$ cat src/rtl/m3_ramp_ctrl_if.sv
// Command and status bundle between a motion sequencer and the M3 ramp controller.
// The sequencer side issues request pulses; the controller side reports period and state.
interface m3_ramp_ctrl_if;
    logic        startReqI;
    logic        stopReqI;
    logic        forceStopI;
    logic        speedIncI;
    logic        speedDecI;
    logic        roundTickI;
    logic        m3startO;
    logic [31:0] dstRoundLenO;
    logic        busyO;
    logic [1:0]  stateO;

    modport master (
        output startReqI, stopReqI, forceStopI, speedIncI, speedDecI, roundTickI,
        input  m3startO, dstRoundLenO, busyO, stateO
    );

    modport slave (
        input  startReqI, stopReqI, forceStopI, speedIncI, speedDecI, roundTickI,
        output m3startO, dstRoundLenO, busyO, stateO
    );
endinterface

$ cat src/rtl/m3_ramp_ctrl.sv
// M3 speed ramp controller: slews the per-round slice period toward a target at round
// boundaries, with ramped and immediate stop paths.
module m3_ramp_ctrl #(
    parameter logic [21:0] PERIOD_MAX  = 22'd400000,
    parameter logic [21:0] PERIOD_MIN  = 22'd2000,
    parameter logic [21:0] RAMP_STEP   = 22'd1000,
    parameter logic [21:0] TARGET_STEP = 22'd5000,
    parameter logic [21:0] TGT_INIT    = 22'd100000
) (
    input  logic          clkI,
    input  logic          rstI,
    m3_ramp_ctrl_if.slave bus
);

    typedef enum logic [1:0] {
        IDLE  = 2'd0,
        RAMP  = 2'd1,
        RUN   = 2'd2,
        DECEL = 2'd3
    } stateT;

    stateT       state;
    logic [21:0] curPeriod;
    logic [21:0] target;
    logic [21:0] targetNext;
    logic [21:0] goal;
    logic [21:0] tickPeriod;
    logic [22:0] incFloor;
    logic [22:0] decSum;

    // Moves cur by at most RAMP_STEP toward goal, landing exactly on goal when close enough.
    function automatic logic [21:0] rampNext(input logic [21:0] cur, input logic [21:0] g);
        logic [21:0] r;
        if (cur > g) begin
            r = ((cur - g) <= RAMP_STEP) ? g : (cur - RAMP_STEP);
        end else begin
            r = ((g - cur) <= RAMP_STEP) ? g : (cur + RAMP_STEP);
        end
        return r;
    endfunction

    always_comb begin
        incFloor   = {1'b0, PERIOD_MIN} + {1'b0, TARGET_STEP};
        decSum     = {1'b0, target} + {1'b0, TARGET_STEP};
        targetNext = target;
        if (bus.speedIncI && !bus.speedDecI) begin
            targetNext = ({1'b0, target} >= incFloor) ? (target - TARGET_STEP) : PERIOD_MIN;
        end else if (bus.speedDecI && !bus.speedIncI) begin
            targetNext = (decSum > {1'b0, PERIOD_MAX}) ? PERIOD_MAX : decSum[21:0];
        end
        goal       = (state == DECEL) ? PERIOD_MAX : target;
        tickPeriod = rampNext(curPeriod, goal);
    end

    always_ff @(posedge clkI) begin
        if (rstI) begin
            state     <= IDLE;
            curPeriod <= PERIOD_MAX;
            target    <= TGT_INIT;
        end else begin
            target <= targetNext;
            if (bus.forceStopI) begin
                state     <= IDLE;
                curPeriod <= PERIOD_MAX;
            end else begin
                if (bus.roundTickI && (state != IDLE)) begin
                    curPeriod <= tickPeriod;
                end
                case (state)
                    IDLE: begin
                        if (bus.startReqI && !bus.stopReqI) state <= RAMP;
                    end
                    RAMP: begin
                        if (bus.stopReqI) state <= DECEL;
                        else if (bus.roundTickI && (tickPeriod == target)) state <= RUN;
                    end
                    RUN: begin
                        if (bus.stopReqI) state <= DECEL;
                        else if (curPeriod != target) state <= RAMP;
                    end
                    DECEL: begin
                        // A fresh start resumes from the present period instead of finishing the stop.
                        if (bus.startReqI && !bus.stopReqI) state <= RAMP;
                        else if (bus.roundTickI && (tickPeriod == PERIOD_MAX)) state <= IDLE;
                    end
                    default: state <= IDLE;
                endcase
            end
        end
    end

    assign bus.m3startO     = (state != IDLE);
    assign bus.busyO        = (state != IDLE);
    assign bus.stateO       = state;
    assign bus.dstRoundLenO = {10'd0, curPeriod};

endmodule

$ cat src/flat_wrapper.sv
// flat-port wrapper written by rule: the top's interface ports become plain ports
module m3_ramp_ctrl_flat 
#(
    parameter logic [21:0] PERIOD_MAX  = 22'd400000,
    parameter logic [21:0] PERIOD_MIN  = 22'd2000,
    parameter logic [21:0] RAMP_STEP   = 22'd1000,
    parameter logic [21:0] TARGET_STEP = 22'd5000,
    parameter logic [21:0] TGT_INIT    = 22'd100000
)
  (clkI, rstI, bus_startReqI, bus_stopReqI, bus_forceStopI, bus_speedIncI, bus_speedDecI, bus_roundTickI, bus_m3startO, bus_dstRoundLenO, bus_busyO, bus_stateO);
  m3_ramp_ctrl_if bus_i ();
  input  logic clkI;
  input  logic rstI;
  input wire logic [$bits(bus_i.startReqI)-1:0] bus_startReqI;
  input wire logic [$bits(bus_i.stopReqI)-1:0] bus_stopReqI;
  input wire logic [$bits(bus_i.forceStopI)-1:0] bus_forceStopI;
  input wire logic [$bits(bus_i.speedIncI)-1:0] bus_speedIncI;
  input wire logic [$bits(bus_i.speedDecI)-1:0] bus_speedDecI;
  input wire logic [$bits(bus_i.roundTickI)-1:0] bus_roundTickI;
  output wire logic [$bits(bus_i.m3startO)-1:0] bus_m3startO;
  output wire logic [$bits(bus_i.dstRoundLenO)-1:0] bus_dstRoundLenO;
  output wire logic [$bits(bus_i.busyO)-1:0] bus_busyO;
  output wire logic [$bits(bus_i.stateO)-1:0] bus_stateO;
  assign bus_i.startReqI = bus_startReqI;
  assign bus_i.stopReqI = bus_stopReqI;
  assign bus_i.forceStopI = bus_forceStopI;
  assign bus_i.speedIncI = bus_speedIncI;
  assign bus_i.speedDecI = bus_speedDecI;
  assign bus_i.roundTickI = bus_roundTickI;
  assign bus_m3startO = bus_i.m3startO;
  assign bus_dstRoundLenO = bus_i.dstRoundLenO;
  assign bus_busyO = bus_i.busyO;
  assign bus_stateO = bus_i.stateO;
  m3_ramp_ctrl #(.PERIOD_MAX(PERIOD_MAX), .PERIOD_MIN(PERIOD_MIN), .RAMP_STEP(RAMP_STEP), .TARGET_STEP(TARGET_STEP), .TGT_INIT(TGT_INIT)) u_core (.clkI(clkI), .rstI(rstI), .bus(bus_i));
endmodule
$ cat config.mk
export PLATFORM = sky130hd
export DESIGN_NAME = m3_ramp_ctrl_flat
export DESIGN_NICKNAME = d
export VERILOG_FILES = /design/src/rtl/m3_ramp_ctrl_if.sv /design/src/rtl/m3_ramp_ctrl.sv /design/src/flat_wrapper.sv
export SDC_FILE = /design/constraint.sdc
export NUM_CORES = 1
export LEC_CHECK = 0
export CORE_MARGIN = 1.5
export CORE_UTILIZATION = 50
export CTS_BUF_LIST = sky130_fd_sc_hd__clkbuf_8
export DETAILED_ROUTE_END_ITERATION = 10
export HOLD_SLACK_MARGIN = 0.03
export PLACE_DENSITY = 0.74
export SYNTH_ARGS = -nofsm -noshare
export SYNTH_HDL_FRONTEND = slang
export SYNTH_SLANG_ARGS = --single-unit
$ cat constraint.sdc
create_clock -name clkI -period 8 [get_ports clkI]
set_input_delay 0.8 -clock clkI [delete_from_list [all_inputs] [get_ports clkI]]
set_output_delay 0.8 -clock clkI [all_outputs]
set_load 0.02 [all_outputs]
==> results by group, run 1 <==
Outcome
  • Status: completed

Cells and area
  • # fillers: 1501
  • Final #Nets: 1126
  • Synthesis-to-layout area growth: 3.911%
  • Design area: 7680 um2
  • Antenna diodes: 0
  • Final core occ: 0.5304
  • Layout cell share with drive strength beyond 1: 0.04486
  • Non-Filler Instances: 1254

Timing
  • Fin Setup TNS: 0 ns
  • Slew Limit Fails: 0
  • Worst-margin pin slew: 0.9788 ns
  • Rel. slew slack: 0.3475
  • Final Hold Viols: 0
  • Period utilisation layout: 0.8128
  • Max frequency: 153.8 MHz
  • Final setup margin: 1.498 ns
  • Clock Skew: 0.01372 ns
  • RSZ-0062 raised after global routing: false
  • Fin crit period: 6.502 ns
  • Final setup fails: 0

Power and ir drop
  • PD cells: 119.3 nW/um2
  • Worst VDD drop: 0.08601 mV
  • Leak: 2.984 nW

Logic synthesis
  • Post-synth top area cell: dfxtp_1
  • FF+latch count, synth: 43
  • YS warnings: 0
  • Top post-synthesis cells by area: dfxtp_1 12%, ha_1 8.3%, a21oi_1 6.8%
  • Mapped Cells: 1103
  • Post-synth top cells: 113 x nand2_1, 101 x a21oi_1, 84 x nor2_1, 60 x o21ai_0, 56 x inv_1
  • Synth Cell Area: 7391 um2
  • Number of distinct library cells after synthesis: 87
  • Synth top area share: 0.1165
  • Top-count cell post-synth: nand2_1
  • Mean post-synth cell area: 6.701 um2
  • Seq/Total Area, Yosys: 0.1165
  • Post-synth top flop: dfxtp_1
  • Post-synth EDFFs: 0
  • Share of flip-flops with an asynchronous set or reset: 0

Worst setup path
  • Critical path peak fanout: 21
  • RR Startpoint: u_core.bus.stateO[0]
  • CP Class: flop to flop
  • Critical path origin: u_core.bus.stateO[0]
  • WP data arrival: 6.71 ns
  • Worst setup SP type: flop
  • Register-to-Register Setup Slack: 1.50 ns
  • Critical path capture point type: flop
  • CP required: 8.20 ns

Clocking
  • CTS tree: yes
  • CTS Sinks: 43
  • Htree depth: 2
  • Clock tree buffer depth: 2
  • Post-CTS Setup Inserts: 0
  • Root Buffer: clkbuf_8
  • Post-cts resize count: 0
  • CTS buffer count: 5
  • Worst-path clk slew: 0.09 ns
  • CTS Hold Bufs: 0
  • Clk_lat worst skew: 0.32 ns

Hold path
  • Worst hold start: u_core.curPeriod[2]
  • Min-Delay Path Class: flop to flop

Floorplanning
  • # IOs: 44
  • # rows: 44
  • Die Width: 124.6 um
  • Die Y: 124.6 um
  • Core area: 14480 um2
  • Die ar.: 15520 um2
  • Starting Density: 0.5105

Global route
  • Gr usage total: 0.3383
  • Initial antenna violation count: 0
  • Global route overflow: 0
  • First-pass GRT wire length: 42.81 mm
  • Vias in the first global route: 8090
  • Largest net degree at the start of global routing: 29

Placed design
  • DP HPWL: 20.91 mm
  • Gpl congestion: 1.038
  • Port bufs: 33
  • Post-DP Area: 7580 um2
  • Setup WS pre-CTS: 1.775 ns
  • Placed Cells: 1246

Drt
  • Drt first pass iters: 6
  • Total number of vias: 8751
  • Met3 WL: 2.276 mm
  • Met1 wire length: 10.79 mm
  • Initial DRC Count: 1105
  • Routed Antenna Nets: 0
  • Met2 WL: 12.55 mm
  • Vias per cell: 6.978
  • Max Used Layer: met4
  • Routed len/inst: 21.85 um
  • Aggregate routed wire length: 27.40 mm
  • DRC: 0

Job
  • Max cap viols: 0
layout by cell type, fill, tap and decap left out, drive strengths merged, types with 6 or more instances in the layout:
master           n
nand2          114
a21oi          106
nor2            86
o21ai           69
inv             57
nor3            50
ha              49
nand3           48
dfxtp           43
xnor2           33
clkdlybuf4s50   33
xor2            26
a211oi          25
a31oi           21
nor4            18
a21o            17
nand4           16
conb            16
o211ai          14
and3            14
or3             13
nor2b           12
o21a            11
nand2b          10
a211o           10
and2             9
o22ai            9
a2111oi          8
mux2i            7
o2111ai          7
o221ai           7
clkbuf           7
and4             7
or2              6
o21bai           6
a221oi           6
metal layers:
metal | GRT usage | vias to the layer above
met1 | 0.4215 | 4054
met2 | 0.5608 | 566
met4 | 0.1974 | 0
li1 | - | 3978
met3 | 0.04124 | 153
met5 | 0 | -
metrics by stage:
stage | total power [W] | hold slack [ns]
3_3_place_gp | 0.0007408 | 0.4989
3_5_place_dp | 0.0007404 | 0.5039
4_1_cts | 0.0009012 | 0.5171
2_1_floorplan | 0.0006329 | 0.5197
5_1_grt | 0.0009684 | 0.5423
6_report | 0.0009164 | 0.5199
worst paths after layout:
path,end,depth (start not counted)
hold / removal,u_core.curPeriod[2],1
setup / recovery,u_core.bus.stateO[0],18
setup reg to reg,u_core.bus.stateO[0],18
hold reg to reg,u_core.curPeriod[2],1
flip-flops by register name, indices dropped and copies added, names as in the netlist:
| signal | count |
|---|---|
| u_core.curPeriod | 22 |
| u_core.target | 19 |
| u_core.bus.stateO | 2 |
report_power, final:
part | internal, W | switching [W] | total [W]
sequential | 0.000224 | 0.0000395 | 0.000264
combinational | 0.000171 | 0.000323 | 0.000494
clock | 0.0000777 | 0.0000810 | 0.000159
total | 0.000473 | 0.000443 | 0.000916
critical path, cell delays in order (launching register included):
cell and delay (ns):
dfxtp_1 0.47, nand2_1 0.52, nand2_1 0.34, inv_1 0.07, ha_1 0.61, nand4_1 0.26
nor3_1 0.53, o2111ai_1 0.19, nand3_1 0.16, mux2i_1 0.09, a211oi_1 0.33, and4_1 0.55
a21oi_2 0.36, a211oi_1 0.67, o21ai_0 0.22, nor4_1 0.47, nand4_1 0.17, and3_1 0.22
o21a_1 0.16
area by class of cell:
cell class,count,area [um2],area share
timing repair buffer,38,367.9,0.04790
sequential,43,860.8,0.1121
clock inverter,1,3.754,0.0004888
multi-input combinational,923,5903,0.7687
clock buffer,7,96.34,0.01254
inverter,58,217.7,0.02835
tap,184,230.2,0.02998
kinds of logic (layout without fill, tap and decap cells):
family | after synthesis | count (layout) | share of synthesized area
flip-flops | 43 | 43 | 0.1165
adder cells (fa/ha/maj) | 49 | 49 | 0.08295
AO/OA/AOI/OAI | 372 | 372 | 0.3413
buffers and inverters | 151 | 104 | 0.09277
AND/OR/NAND/NOR | 419 | 419 | 0.2846
multiplexers | 8 | 8 | 0.01100
XOR/XNOR | 59 | 59 | 0.06992
other | 2 | 16 | 0.001016
(Power assumes the default switching activity.)
==> inputs of run 2 (changes only) <==
--- a/config.mk
+++ b/config.mk
@@ -10,7 +10,7 @@
 export CTS_BUF_LIST = sky130_fd_sc_hd__clkbuf_8
 export DETAILED_ROUTE_END_ITERATION = 10
 export HOLD_SLACK_MARGIN = 0.03
-export PLACE_DENSITY = 0.74
+export PLACE_DENSITY = 0.77
 export SYNTH_ARGS = -nofsm -noshare
 export SYNTH_HDL_FRONTEND = slang
 export SYNTH_SLANG_ARGS = --single-unit
==> constraint.sdc (replaced) <==
create_clock -name clkI -period 5.7 [get_ports clkI]
set_input_delay 0.57 -clock clkI [delete_from_list [all_inputs] [get_ports clkI]]
set_output_delay 0.57 -clock clkI [all_outputs]
set_load 0.02 [all_outputs]
==> run 2 against run 1 <==
Against the previous run: sequential share of layout area down 0.87 points; count of clock-buffer cells in the layout down 2; combinational power up 67%; via count up 2.6%; critical path depth up 3; design area up 8.4%; core utilization up 4.5 points; final cell count up 6.1%; maximum frequency up 18%; non-clock buffer count up 77; largest cell class unchanged.
==> results by group, run 2 (synthesis gave the netlist of run 1 again) <==
Power and ir drop
  • PD cells: 172.4 nW/um2 (+44%)
  • Worst VDD drop: 0.1345 mV (+56%)
  • Switching power: 0.0006457 W (+46%)
  • P_int: 0.0007900 W (+67%)
  • Seq pwr share: 0.230 (-0.058)
  • Clk pwr share: 0.197 (+0.024)
  • Leak: 3.384 nW (+13%)
  • Fraction of power consumed by combinational cells: 0.573 (+0.034)
  • Sw frac: 0.4497 (-0.03379)

Worst setup path
  • Setup crit end: u_core.bus.stateO[0]
  • Crit path buf inv count: 4 (+3)
  • Slowest stage delay, CP: 0.53 ns (-0.14 ns)
  • CP Class: flop to flop
  • Critical path peak fanout: 21 (unchanged)
  • R2R Path End: u_core.bus.stateO[0]
  • CP delay by family, top: simple AND/OR/NAND/NOR gates
  • Critical path origin: u_core.bus.stateO[0]
  • WP data arrival: 5.71 ns (-1.00 ns)
  • R2R depth: 21 (+3)
  • RR Startpoint: u_core.bus.stateO[0]
  • Worst path slowest cell: ha_1
  • CP required: 5.90 ns (-2.30 ns)
  • Worst-path cell chain: nand2_1, buf_4, nand2_1, inv_1, ha_1, nand2_1, nor3_1, o21ai_1, nand3_1, mux2i_1, a2111oi_4, and4b_1, buf_4, a211oi_1, a211oi_1, o21ai_0, nor4_2, buf_4, nand4_1, and3_1, o21a_1
  • Instance count on the critical path: 21 (+3)
  • Critical path capture point type: flop
  • Worst setup SP type: flop
  • Register-to-Register Setup Slack: 0.19 ns (-1.31 ns)

Global route
  • Vias in the first global route: 8271 (+2.2%)
  • First-pass GRT wire length: 45.20 mm (+5.6%)
  • Largest net degree at the start of global routing: 29 (unchanged)
  • Global route overflow: 0 (unchanged)
  • Gr usage total: 0.3612 (+0.02294)
  • Initial antenna violation count: 0 (unchanged)

Cells and area
  • Max FFs per register: 22 (unchanged)
  • Area occupied by multi-input gates: 5916 um2 (+0.21%)
  • Antenna diodes: 0 (unchanged)
  • Commonest cells after routing, fill and taps aside: 113 x nand2_1, 101 x a21oi_1, 84 x nor2_1, 80 x buf_4, 59 x o21ai_0
  • Layout cell share with drive strength beyond 1: 0.1116 (+0.06674)
  • Synthesis-to-layout area growth: 12.68%
  • Most flops, register: u_core.curPeriod
  • Commonest non-fill, non-tap cell in the layout: nand2_1
  • Final #Nets: 1203 (+6.8%)
  • Register area: 860.8 um2 (unchanged)
  • # fillers: 1444 (-3.8%)

Floorplanning
  • Die Width: 124.6 um (unchanged)
  • # rows: 44 (unchanged)
  • Die ar.: 15520 um2 (unchanged)
  • Starting Density: 0.5105 (unchanged)
  • Core area: 14480 um2 (unchanged)
  • # IOs: 44 (unchanged)
  • Die Y: 124.6 um (unchanged)

Timing
  • Fin Setup TNS: 0 ns (unchanged)
  • Period utilisation layout: 0.9663 (+0.1535)
  • Worst Hold Slack: 0.5443 ns (+0.02435 ns)
  • Rel. slew slack: 0.3747 (+0.02721)
  • RSZ-0062 raised after global routing: false
  • Final setup fails: 0 (unchanged)
  • Max frequency: 181.6 MHz (+18%)
  • Slew Limit Fails: 0 (unchanged)
  • Fin crit period: 5.508 ns (-0.9944 ns)
  • Worst-margin pin slew: 0.9357 ns (-0.04308 ns)
  • Clock Skew: 0.003758 ns (-0.009962 ns)
  • Final Hold Viols: 0 (unchanged)

Drt
  • Vias per cell: 6.745 (-3.4%)
  • Initial DRC Count: 1237 (+12%)
  • Drt first pass iters: 6 (unchanged)
  • Routed Antenna Nets: 0 (unchanged)
  • Routed len/inst: 21.89 um (+0.20%)
  • Total number of vias: 8977 (+2.6%)
  • DRC: 0 (unchanged)
  • Aggregate routed wire length: 29.14 mm (+6.4%)

Job
  • Max cap viols: 0 (unchanged)

Hold path
  • Hold path depth: 1 (unchanged)
  • Min-Delay Path Class: flop to flop

Placed design
  • DP HPWL: 22.87 mm (+9.3%)
  • Port bufs: 33 (unchanged)
  • Gpl congestion: 1.052 (+1.4%)

Clocking
  • CTS Sinks: 43 (unchanged)
  • Post-CTS Setup Inserts: 0 (unchanged)
  • CTS Hold Bufs: 0 (unchanged)
  • CTS tree: yes
  • Root Buffer: clkbuf_8
  • CTS buffer count: 5 (unchanged)
  • Htree depth: 2 (unchanged)
  • Worst-path clk slew: 0.08 ns (about the same)
  • Clock tree buffer depth: 2 (unchanged)
  • Clk_lat worst skew: 0.30 ns (-0.02 ns)
  • Post-cts resize count: 0 (unchanged)

Outcome
  • Status: completed
## run 2: how the worst min path moves through the flow
stage,startpoint,to,slack [ns]
2_1_floorplan,u_core.target[20],u_core.target[20],0.52
3_3_place_gp,u_core.curPeriod[0],u_core.curPeriod[0],0.53
3_5_place_dp,u_core.curPeriod[0],u_core.curPeriod[0],0.52
4_1_cts,u_core.curPeriod[0],u_core.curPeriod[0],0.54
5_1_grt,u_core.curPeriod[0],u_core.curPeriod[0],0.57
6_report,u_core.curPeriod[0],u_core.curPeriod[0],0.54
## run 2: routing by layer
| metal | up-vias | track usage | part of all wire |
|---|---|---|---|
| met2 | 590 | 0.5766 | 0.45 |
| met5 | - | 0 | 0 |
| met1 | 4149 | 0.4759 | 0.41 |
| met3 | 110 | 0.04038 | 0.084 |
| li1 | 4128 | - | - |
| met4 | 0 | 0.1968 | 0.057 |
## run 2: area by class of cell
type,count,area share
clock buffers,5,0.008263
well taps,184,0.02764
multi-input cells,923,0.7103
inverters,58,0.02614
flip-flops and latches,43,0.1034
repair buffers,115,0.1166
clock inverters,3,0.007662
## run 2: metrics by stage
step | power, W | cell area, um2 | instances | worst slack, ns | util
after CTS | 0.001410 | 8315 | 1331 | 0.3049 | 0.5743
after global placement | 0.001122 | 8183 | 1323 | 0.2568 | 0.5652
final | 0.001436 | 8328 | 1331 | 0.1924 | 0.5752
after global routing | 0.001508 | 8328 | 1331 | 0.05213 | 0.5752
after detailed placement | 0.001123 | 8183 | 1323 | 0.3654 | 0.5652
after floorplan | 0.0008883 | 7443 | 1117 | 0.7842 | -
## run 2: power by group through the flow
| stage | Sequential (W) | Clock [W] | Combinational (W) |
|---|---|---|---|
| 3_5_place_dp | 0.000336 | 0 | 0.000787 |
| 5_1_grt | 0.000331 | 0.000303 | 0.000875 |
| 6_report | 0.000330 | 0.000283 | 0.000823 |
| 2_1_floorplan | 0.000333 | 0 | 0.000555 |
| 4_1_cts | 0.000329 | 0.000290 | 0.000791 |
| 3_3_place_gp | 0.000337 | 0 | 0.000785 |
